==> src/rtl/crypto1_sched.sv <==
// crypto1_sched: hands the 256 Crypto-1 search subspaces out to NCORES
// search cores one job at a time and tracks completions. The search stops
// on the first key a core reports, or once all 256 jobs have come back
// without a hit.
//
// Ports
//   CLK, RESETn            clock, asynchronous active-low reset
//   START / ABORT          begin a search / cancel and go idle (ABORT wins)
//   BUSY, DONE, FOUND      status; KEY is meaningful when DONE & FOUND
//   KEY[47:0]              recovered key
//   JOBS_DONE[8:0]         subspaces finished without a key (0..256)
//   CORE_RESETn[N-1:0]     per-core reset, high while the core runs a job
//   CORE_EIDX / CORE_OIDX  per-core even/odd subspace index, 4 bits per core
//   CORE_DONE / CORE_VALID per-core completion and key-found flags
//   CORE_KEY[48N-1:0]      per-core key

// One core slot. It holds the core in reset for at least HOLD cycles
// between jobs and keeps the subspace index stable while the job runs.
module crypto1_slot #(
  parameter int HOLD = 2
) (
  input  logic       gclk,
  input  logic       grst_n,
  input  logic       kill_i,    // abort or key found: stop this core now
  input  logic       issue_i,   // start a job on this slot
  input  logic       retire_i,  // job finished without a key
  input  logic [7:0] job_i,
  output logic       run_o,
  output logic       free_o,
  output logic [3:0] eidx_o,
  output logic [3:0] oidx_o
);
  logic       run_q;
  logic [3:0] hold_q, eidx_q, oidx_q;

  always_ff @(posedge gclk or negedge grst_n) begin
    if (!grst_n) begin
      run_q  <= 1'b0;
      hold_q <= '0;
      eidx_q <= '0;
      oidx_q <= '0;
    end else if (kill_i) begin
      run_q  <= 1'b0;
      hold_q <= '0;
    end else if (issue_i) begin
      run_q  <= 1'b1;
      eidx_q <= job_i[7:4];
      oidx_q <= job_i[3:0];
    end else if (retire_i) begin
      run_q  <= 1'b0;
      hold_q <= '0;
    end else if (!run_q && hold_q < 4'(HOLD)) begin
      // count reset cycles, saturating once the slot is usable again
      hold_q <= hold_q + 4'd1;
    end
  end

  assign run_o  = run_q;
  assign free_o = !run_q && (hold_q >= 4'(HOLD));
  assign eidx_o = eidx_q;
  assign oidx_o = oidx_q;
endmodule

module crypto1_sched #(
  parameter int NCORES = 4,
  parameter int HOLD   = 2
) (
  input  logic                   CLK,
  input  logic                   RESETn,
  input  logic                   START,
  input  logic                   ABORT,
  output logic                   BUSY,
  output logic                   DONE,
  output logic                   FOUND,
  output logic [47:0]            KEY,
  output logic [8:0]             JOBS_DONE,
  output logic [NCORES-1:0]      CORE_RESETn,
  output logic [4*NCORES-1:0]    CORE_EIDX,
  output logic [4*NCORES-1:0]    CORE_OIDX,
  input  logic [NCORES-1:0]      CORE_DONE,
  input  logic [NCORES-1:0]      CORE_VALID,
  input  logic [48*NCORES-1:0]   CORE_KEY
);
  typedef enum logic [1:0] {IDLE, DISPATCH, DRAIN, FINISH} state_e;

  state_e              state_q, state_d;
  logic [8:0]          j_q, j_d, jobs_q, jobs_d, ncmp;
  logic                found_q, found_d, done_q, done_d;
  logic [47:0]         key_q, key_d, vkey;
  logic [NCORES-1:0]   run, free, vld, cmp, pick, issue_vec, retire_vec;
  logic                busy, any_vld, issue_en, kill;

  // Flags from slots that are not running are stale and must be ignored.
  assign vld      = CORE_VALID & run;
  assign cmp      = CORE_DONE & ~CORE_VALID & run;
  assign any_vld  = |vld;
  assign busy     = (state_q == DISPATCH) || (state_q == DRAIN);
  assign kill     = ABORT || (busy && any_vld);
  assign issue_en = (state_q == DISPATCH) && !ABORT && !any_vld && (|free);
  assign issue_vec  = issue_en ? pick : '0;
  assign retire_vec = (busy && !ABORT) ? cmp : '0;

  // Lowest-index free slot, lowest-index valid key, completion count.
  always_comb begin
    pick = '0;
    vkey = '0;
    ncmp = '0;
    for (int i = NCORES - 1; i >= 0; i--) begin
      if (free[i]) begin
        pick    = '0;
        pick[i] = 1'b1;
      end
      if (vld[i]) vkey = CORE_KEY[48*i +: 48];
    end
    for (int i = 0; i < NCORES; i++) ncmp = ncmp + 9'(cmp[i]);
  end

  for (genvar g = 0; g < NCORES; g++) begin : g_slot
    crypto1_slot #(.HOLD(HOLD)) u_slot (
      .gclk     (CLK),
      .grst_n   (RESETn),
      .kill_i   (kill),
      .issue_i  (issue_vec[g]),
      .retire_i (retire_vec[g]),
      .job_i    (j_q[7:0]),
      .run_o    (run[g]),
      .free_o   (free[g]),
      .eidx_o   (CORE_EIDX[4*g +: 4]),
      .oidx_o   (CORE_OIDX[4*g +: 4])
    );
  end

  always_comb begin
    state_d = state_q;
    j_d     = j_q;
    jobs_d  = jobs_q;
    found_d = found_q;
    done_d  = done_q;
    key_d   = key_q;
    if (ABORT) begin
      state_d = IDLE;
      found_d = 1'b0;
      done_d  = 1'b0;
    end else begin
      case (state_q)
        IDLE, FINISH: begin
          if (START) begin
            state_d = DISPATCH;
            j_d     = '0;
            jobs_d  = '0;
            found_d = 1'b0;
            done_d  = 1'b0;
          end
        end
        DISPATCH, DRAIN: begin
          jobs_d = jobs_q + ncmp;
          if (any_vld) begin
            key_d   = vkey;
            found_d = 1'b1;
            done_d  = 1'b1;
            state_d = FINISH;
          end else if (state_q == DISPATCH) begin
            if (issue_en) begin
              j_d = j_q + 9'd1;
              if (j_q == 9'd255) state_d = DRAIN;
            end
          end else if (run == '0) begin
            done_d  = 1'b1;
            state_d = FINISH;
          end
        end
        default: state_d = IDLE;
      endcase
    end
  end

  always_ff @(posedge CLK or negedge RESETn) begin
    if (!RESETn) begin
      state_q <= IDLE;
      j_q     <= '0;
      jobs_q  <= '0;
      found_q <= 1'b0;
      done_q  <= 1'b0;
      key_q   <= '0;
    end else begin
      state_q <= state_d;
      j_q     <= j_d;
      jobs_q  <= jobs_d;
      found_q <= found_d;
      done_q  <= done_d;
      key_q   <= key_d;
    end
  end

  assign BUSY        = busy;
  assign DONE        = done_q;
  assign FOUND       = found_q;
  assign KEY         = key_q;
  assign JOBS_DONE   = jobs_q;
  assign CORE_RESETn = run;
endmodule

==> config.mk <==
export PLATFORM = sky130hd
export DESIGN_NAME = crypto1_sched
export DESIGN_NICKNAME = d
export VERILOG_FILES = /design/src/rtl/crypto1_sched.sv
export SDC_FILE = /design/constraint.sdc
export NUM_CORES = 1
export LEC_CHECK = 0
export CAP_MARGIN = 20
export CORE_MARGIN = 1.5
export CORE_UTILIZATION = 46
export DETAILED_ROUTE_END_ITERATION = 8
export PLACE_DENSITY_LB_ADDON = 0.25
export SETUP_SLACK_MARGIN = 0.05
export SYNTH_ARGS = -nofsm -noshare
export SYNTH_HDL_FRONTEND = slang
export SYNTH_SLANG_ARGS = --single-unit
==> constraint.sdc <==
create_clock -name CLK -period 7.5 [get_ports CLK]
set_input_delay 1.5 -clock CLK [delete_from_list [all_inputs] [get_ports CLK]]
set_output_delay 1.5 -clock CLK [all_outputs]
set_load 0.01 [all_outputs]
# Yosys cells after proc, flatten, opt, wreduce, memory -nomap -nowiden
# Index checks and enable logic that the tools add are counted.
# totals
reg_bits,122
input_bits,204
output_inout_bits,96
wordCells,174
# op_classes
add_sub_neg,9
order_cmp,8
n_eq_ne,19
mux,61
bitwise,6
reduce_logical,49
# op_table
operator,n
two-way mux 48 bit,4
two-way mux 4 bit,22
two-way mux 9 bit,4
case mux 9 bit (2 select lines),2
nonzero test 3 bit,8
AND reduction 2 bit,10
two-way mux 1 bit,19
adder 4 x 1 -> 4 bit (second input constant),4
greater-or-equal comparator 4 x 2 -> 1 bit (second input constant),4
< comparator 4 x 2 -> 1 bit (second input constant),4
!= test 5 bit (second input constant),3
two-way mux 2 bit,7
logical AND 1 bit,13
AND 4 bit,3
adder 9 x 1 -> 9 bit (second input constant),1
adder 9 x 4 -> 9 bit,1
== test 9 x 8 -> 1 bit (second input constant),1
!= test 2 x 1 -> 1 bit (second input constant),4
!= test 2 bit (second input constant),4
!= test 4 bit (second input constant),2
OR reduction 4 bit,2
zero test 1 bit,6
!= test 3 bit (second input constant),2
AND reduction 3 bit,2
other kinds (15),20

# Depth between registers and ports, before layout
# logic_depth
depth_word,10
depth_mapped,11
depth_no_buf,10

# By module
# Synthesis repeated with hierarchy kept, for this count alone.
# hier_totals
hier_cells,734
area_unflattened_um2,7110.6
# by_module_without_submodules
mod,instances,cells_each,area_per_inst_um2,seq_area_each_um2
crypto1_sched,1,546,4698.3,1751.7
crypto1_slot,4,47,603.1,325.3

# Least setup slack after synthesis
# No wires, ideal clock.
# synth_timing
path_type,input-to-reg
startpoint,in CORE_VALID[0]
endpoint,reg jobs_q[8] (netlist: JOBS_DONE[8])
setup_time_ns,0.131
arrival_time_ns,3.376
required_time_ns,7.369
path_slack_ns,3.993
path_stages,10
n_path_buf,0
path_cell_list,and3b_1 inv_1 fa_1 fa_1 inv_1 fa_1 nand4_1 a21o_1 nand2_1 o31ai_1
# synth_via
elab_chain_len,8
# synth_rtl
item,line,rtl
start: declaration,81,"input logic [NCORES-1:0] CORE_VALID,"
NOT 4 bit,95,assign cmp = CORE_DONE & ~CORE_VALID & run;
AND 4 bit (2 in series),95,
adder 1 x 1 -> 2 bit,115,for (int i = 0; i < NCORES; i++) ncmp = ncmp + 9'(cmp[i]);
adder 2 x 1 -> 3 bit,115,
adder 3 x 1 -> 4 bit,115,
adder 9 x 4 -> 9 bit,156,jobs_d = jobs_q + ncmp;
case mux 9 bit (2 select lines),145,case (state_q)
end signal: assignment,188,jobs_q <= jobs_d;
end: declaration,87,"logic [8:0] j_q, j_d, jobs_q, jobs_d, ncmp;"
# No other way between the ends.
# A chain may end at the register's enable or synchronous reset.

# Worst setup path after layout
# layout_timing
startpoint,in CORE_VALID[1]
endpoint,reg key_q[28] (netlist: KEY[28])
# layout_via
elab_chain_len,3
elab_cells_between_ends,5
cone_classes,2 x mux; 1 x bitwise; 2 x reduce/logical
# layout_rtl
item,line,rtl
AND 4 bit (*),94,assign vld = CORE_VALID & run;
OR reduction 4 bit or two-way mux 48 bit (tied branches),"96, 113",
AND reduction 3 bit (no source line) or two-way mux 48 bit (tied branches),n/a,
end signal: assignment,191,key_q <= key_d;
end: declaration,89,"logic [47:0] key_q, key_d, vkey;"
# Mark *: on every way between the ends. The rest lies on a longest branch, timed or not.

==> results.txt <==
clk_lat worst skew - 410 ps
Critical path buffers and inverters - 2
setup_tns - 0 ps
I/O Buffers - 299
Post-synth EDFFs - 0
worst min path class - reg2reg
Post-DRT Antenna Nets - 0
main flop type after synthesis - dfrtp_1
Synth Area in Compound Gates - 0.221
Synth top area share - 0.451
Period Utilization, post-route - 0.526
cell depth of the worst setup path - 7
CTS Buffer Depth - 2
mux contribution to synthesized area - 0.127
sequential element share of the synthesized area - 0.451
fill count - 1138
cell mode on critical path - nand2_1
reg2reg end - KEY[28]
min cycle time layout - 3950 ps
top post-synthesis cells by count - o21ai_0, dfrtp_1, nand2_1
Antenna Cells - 0
critical-path cell list - clkdlybuf4s50_1 -> a22oi_4 -> buf_4 -> nand2_1 -> nand2_2 -> nand2_1 -> o21ai_0
Pleak - 0.00421 uW
Post-CTS Setup Bufs - 0
fmax - 253 MHz
clock sink count - 122
sequential cell area - 3050 um^2
routed len/inst - 18.7 um
post-synthesis adder-cell area fraction - 0.0329
CP endpoint kind - flop
RePlAce Congestion - 0.865
Post-Synth Simple-Gate Area - 0.119
post-synthesis xor/xnor area fraction - 0
area of the multi-input gates - 3420 um^2
Critical R2R Launch - g_slot[1].u_slot.run_o
Post-CTS Hold Buffers - 0
DRT iter0 DRCs - 450
Tot GR Track Use - 0.288
largest net degree at the start of global routing - 87
first-pass GRT wire length - 35500 um
DRC viols - 0
total grt overflow - 0
clock slew at reported path FFs - 50 ps
Ports - 300
Die Area - 15500 um^2
WS Path Type - in2reg
count leader, synth - o21ai_0
vias in the first global route - 6680
Yosys reg bits - 122
CTS Root Cell - clkbuf_16
Worst Max-Slew Pin Slew - 972 ps
unrepaired setup endpoints after global routing - no
cts bufs inserted - 17
non-filler instance count after layout - 1195
layout cells sized above 1 - 0.0801
max_cap viols - 0
Area Overhead vs Synth - 53.4%
top cells by area, synth - dfrtp_1, o21ai_0, mux2i_1
synthesis warning total - 0
family with the most delay on the worst path - simple AND/OR/NAND/NOR gates
CTS tree - done
post-CTS sizing - 0
Post-synth ARST share - 1.00
maximum vdd drop - 0.191 mV
slowest stage delay, CP - 840 ps
arrival time worst endpoint - 4250 ps
vias after detailed routing - 6761
critical path fanouts, max - 52
crit path max-delay cell type - nand2_2
First-pass DRT Iterations - 5
CP required - 7810 ps
status - complete, no violations
Worst Skew - 7.66 ps
Hold Vio Cnt, Final - 0
CP Launch Point - CORE_VALID[1]
Netlist cell types - 54
Post-Synthesis Cells - 732
Routed WL - 22300 um
Syn Nets - 952
CP Launch Type - input port
final setup fails - 0
Nets - 1218
CORE AREA - 14500 um^2
placed insts - 1162
R2R depth - 6
die height - 124 um
PwrDens - 275 nW/um^2
Die X - 124 um
post-DP HPWL - 16100 um
CP endpoint - KEY[28]
Initial Utilization - 0.468
Site Rows - 44
antenna violations before repair - 0
largest family of logic cells by synthesized area - compound AO/OA/AOI/OAI gates
Synth Cell Area - 6780 um^2
r2r setup slk - 4510 ps
synthesized area per cell - 9.26 um^2
vias per cell - 5.66
Yosys top cell by area - dfrtp_1
Slew Limit Headroom - 0.350
H-tree depth - 4
fin. max-slew vios - 0
==> report_power, final <==
part           switching, uW  leakage, uW  internal [uW]
clock network            298     0.000273            522
logic                    601      0.00227            534
registers                119      0.00167            784
==> placed cells by master (no fill, tap or decap), drive strengths merged, types with 3 or more instances in the layout <==
cell             n
a21oi           58
a22o             5
a31oi            5
and2             5
and3             4
buf              6
bufinv           3
clkbuf          22
clkdlybuf4s50  298
clkinv           4
clkinvlp         4
dfrtp          122
fa               3
ha              13
inv             19
mux2            32
mux2i           48
nand2           74
nand2b           8
nand3            6
nand4            5
nor2            26
nor2b            3
nor4            11
o21a             3
o21ai          172
o22ai            4
o31ai            7
or3              6
or4              5
==> routing by layer <==
| layer | up-vias | part of all wire | global-route usage |
|---|---|---|---|
| li1 | 3167 | - | - |
| met1 | 3248 | 0.42 | 0.365 |
| met2 | 290 | 0.48 | 0.470 |
| met3 | 56 | 0.073 | 0.0773 |
| met4 | 0 | 0.030 | 0.110 |
| met5 | - | 0 | 0 |
==> worst min-delay path: cells and delay by family (launching register included) <==
kind	cells	cell delay, ps
AO/OA/AOI/OAI	1	60
flip-flops	1	340
AND/OR/NAND/NOR	1	50
==> worst min path at each step <==
stage | endpoint | from | slack [ps] | depth (start not counted)
2_1_floorplan | g_slot[3].u_slot.hold_q[3] | g_slot[3].u_slot.hold_q[3] | 470 | 1
3_3_place_gp | KEY[19] | KEY[19] | 460 | 2
3_5_place_dp | KEY[22] | KEY[22] | 470 | 2
4_1_cts | KEY[22] | KEY[22] | 480 | 2
5_1_grt | KEY[3] | KEY[3] | 500 | 2
6_report | KEY[22] | KEY[22] | 480 | 2
==> flip-flops by register name (all words and copies together), names as in the netlist <==
| name | flops |
|---|---|
| KEY | 48 |
| g_slot.u_slot.eidx_o | 16 |
| g_slot.u_slot.run_o | 4 |
| JOBS_DONE | 9 |
| g_slot.u_slot.oidx_o | 16 |
| j_q | 9 |
| FOUND | 1 |
| state_q | 2 |
| DONE | 1 |
| g_slot.u_slot.hold_q | 16 |
==> cell type report <==
class / instances / share of cell area
flip-flops and latches: 122 / 0.294
well taps: 184 / 0.0222
repair buffers: 305 / 0.292
clock buffers: 21 / 0.0424
inverters: 19 / 0.00686
clock inverters: 11 / 0.0142
multi-input cells: 533 / 0.329
==> kinds of logic after synthesis <==
group                      count (synthesis)
AOI/OAI and AO/OA                        272
adders and majority gates                 16
buffers and inverters                     77
DFF                                      122
muxes                                     80
and+or+nand+nor                          165
==> stage by stage <==
step / worst slack, ps / hold slack (ps) / util / cell area [um^2] / power, uW
5_1_grt: 3390 / 499 / 0.718 / 10400 / 3030
6_report: 3550 / 476 / 0.718 / 10400 / 2860
2_1_floorplan: 3990 / 470 / - / 6780 / 1540
4_1_cts: 3550 / 481 / 0.717 / 10400 / 2860
3_3_place_gp: 3210 / 461 / 0.677 / 9800 / 2000
3_5_place_dp: 3130 / 469 / 0.677 / 9800 / 2030
Power figures use the tool's default switching activity.
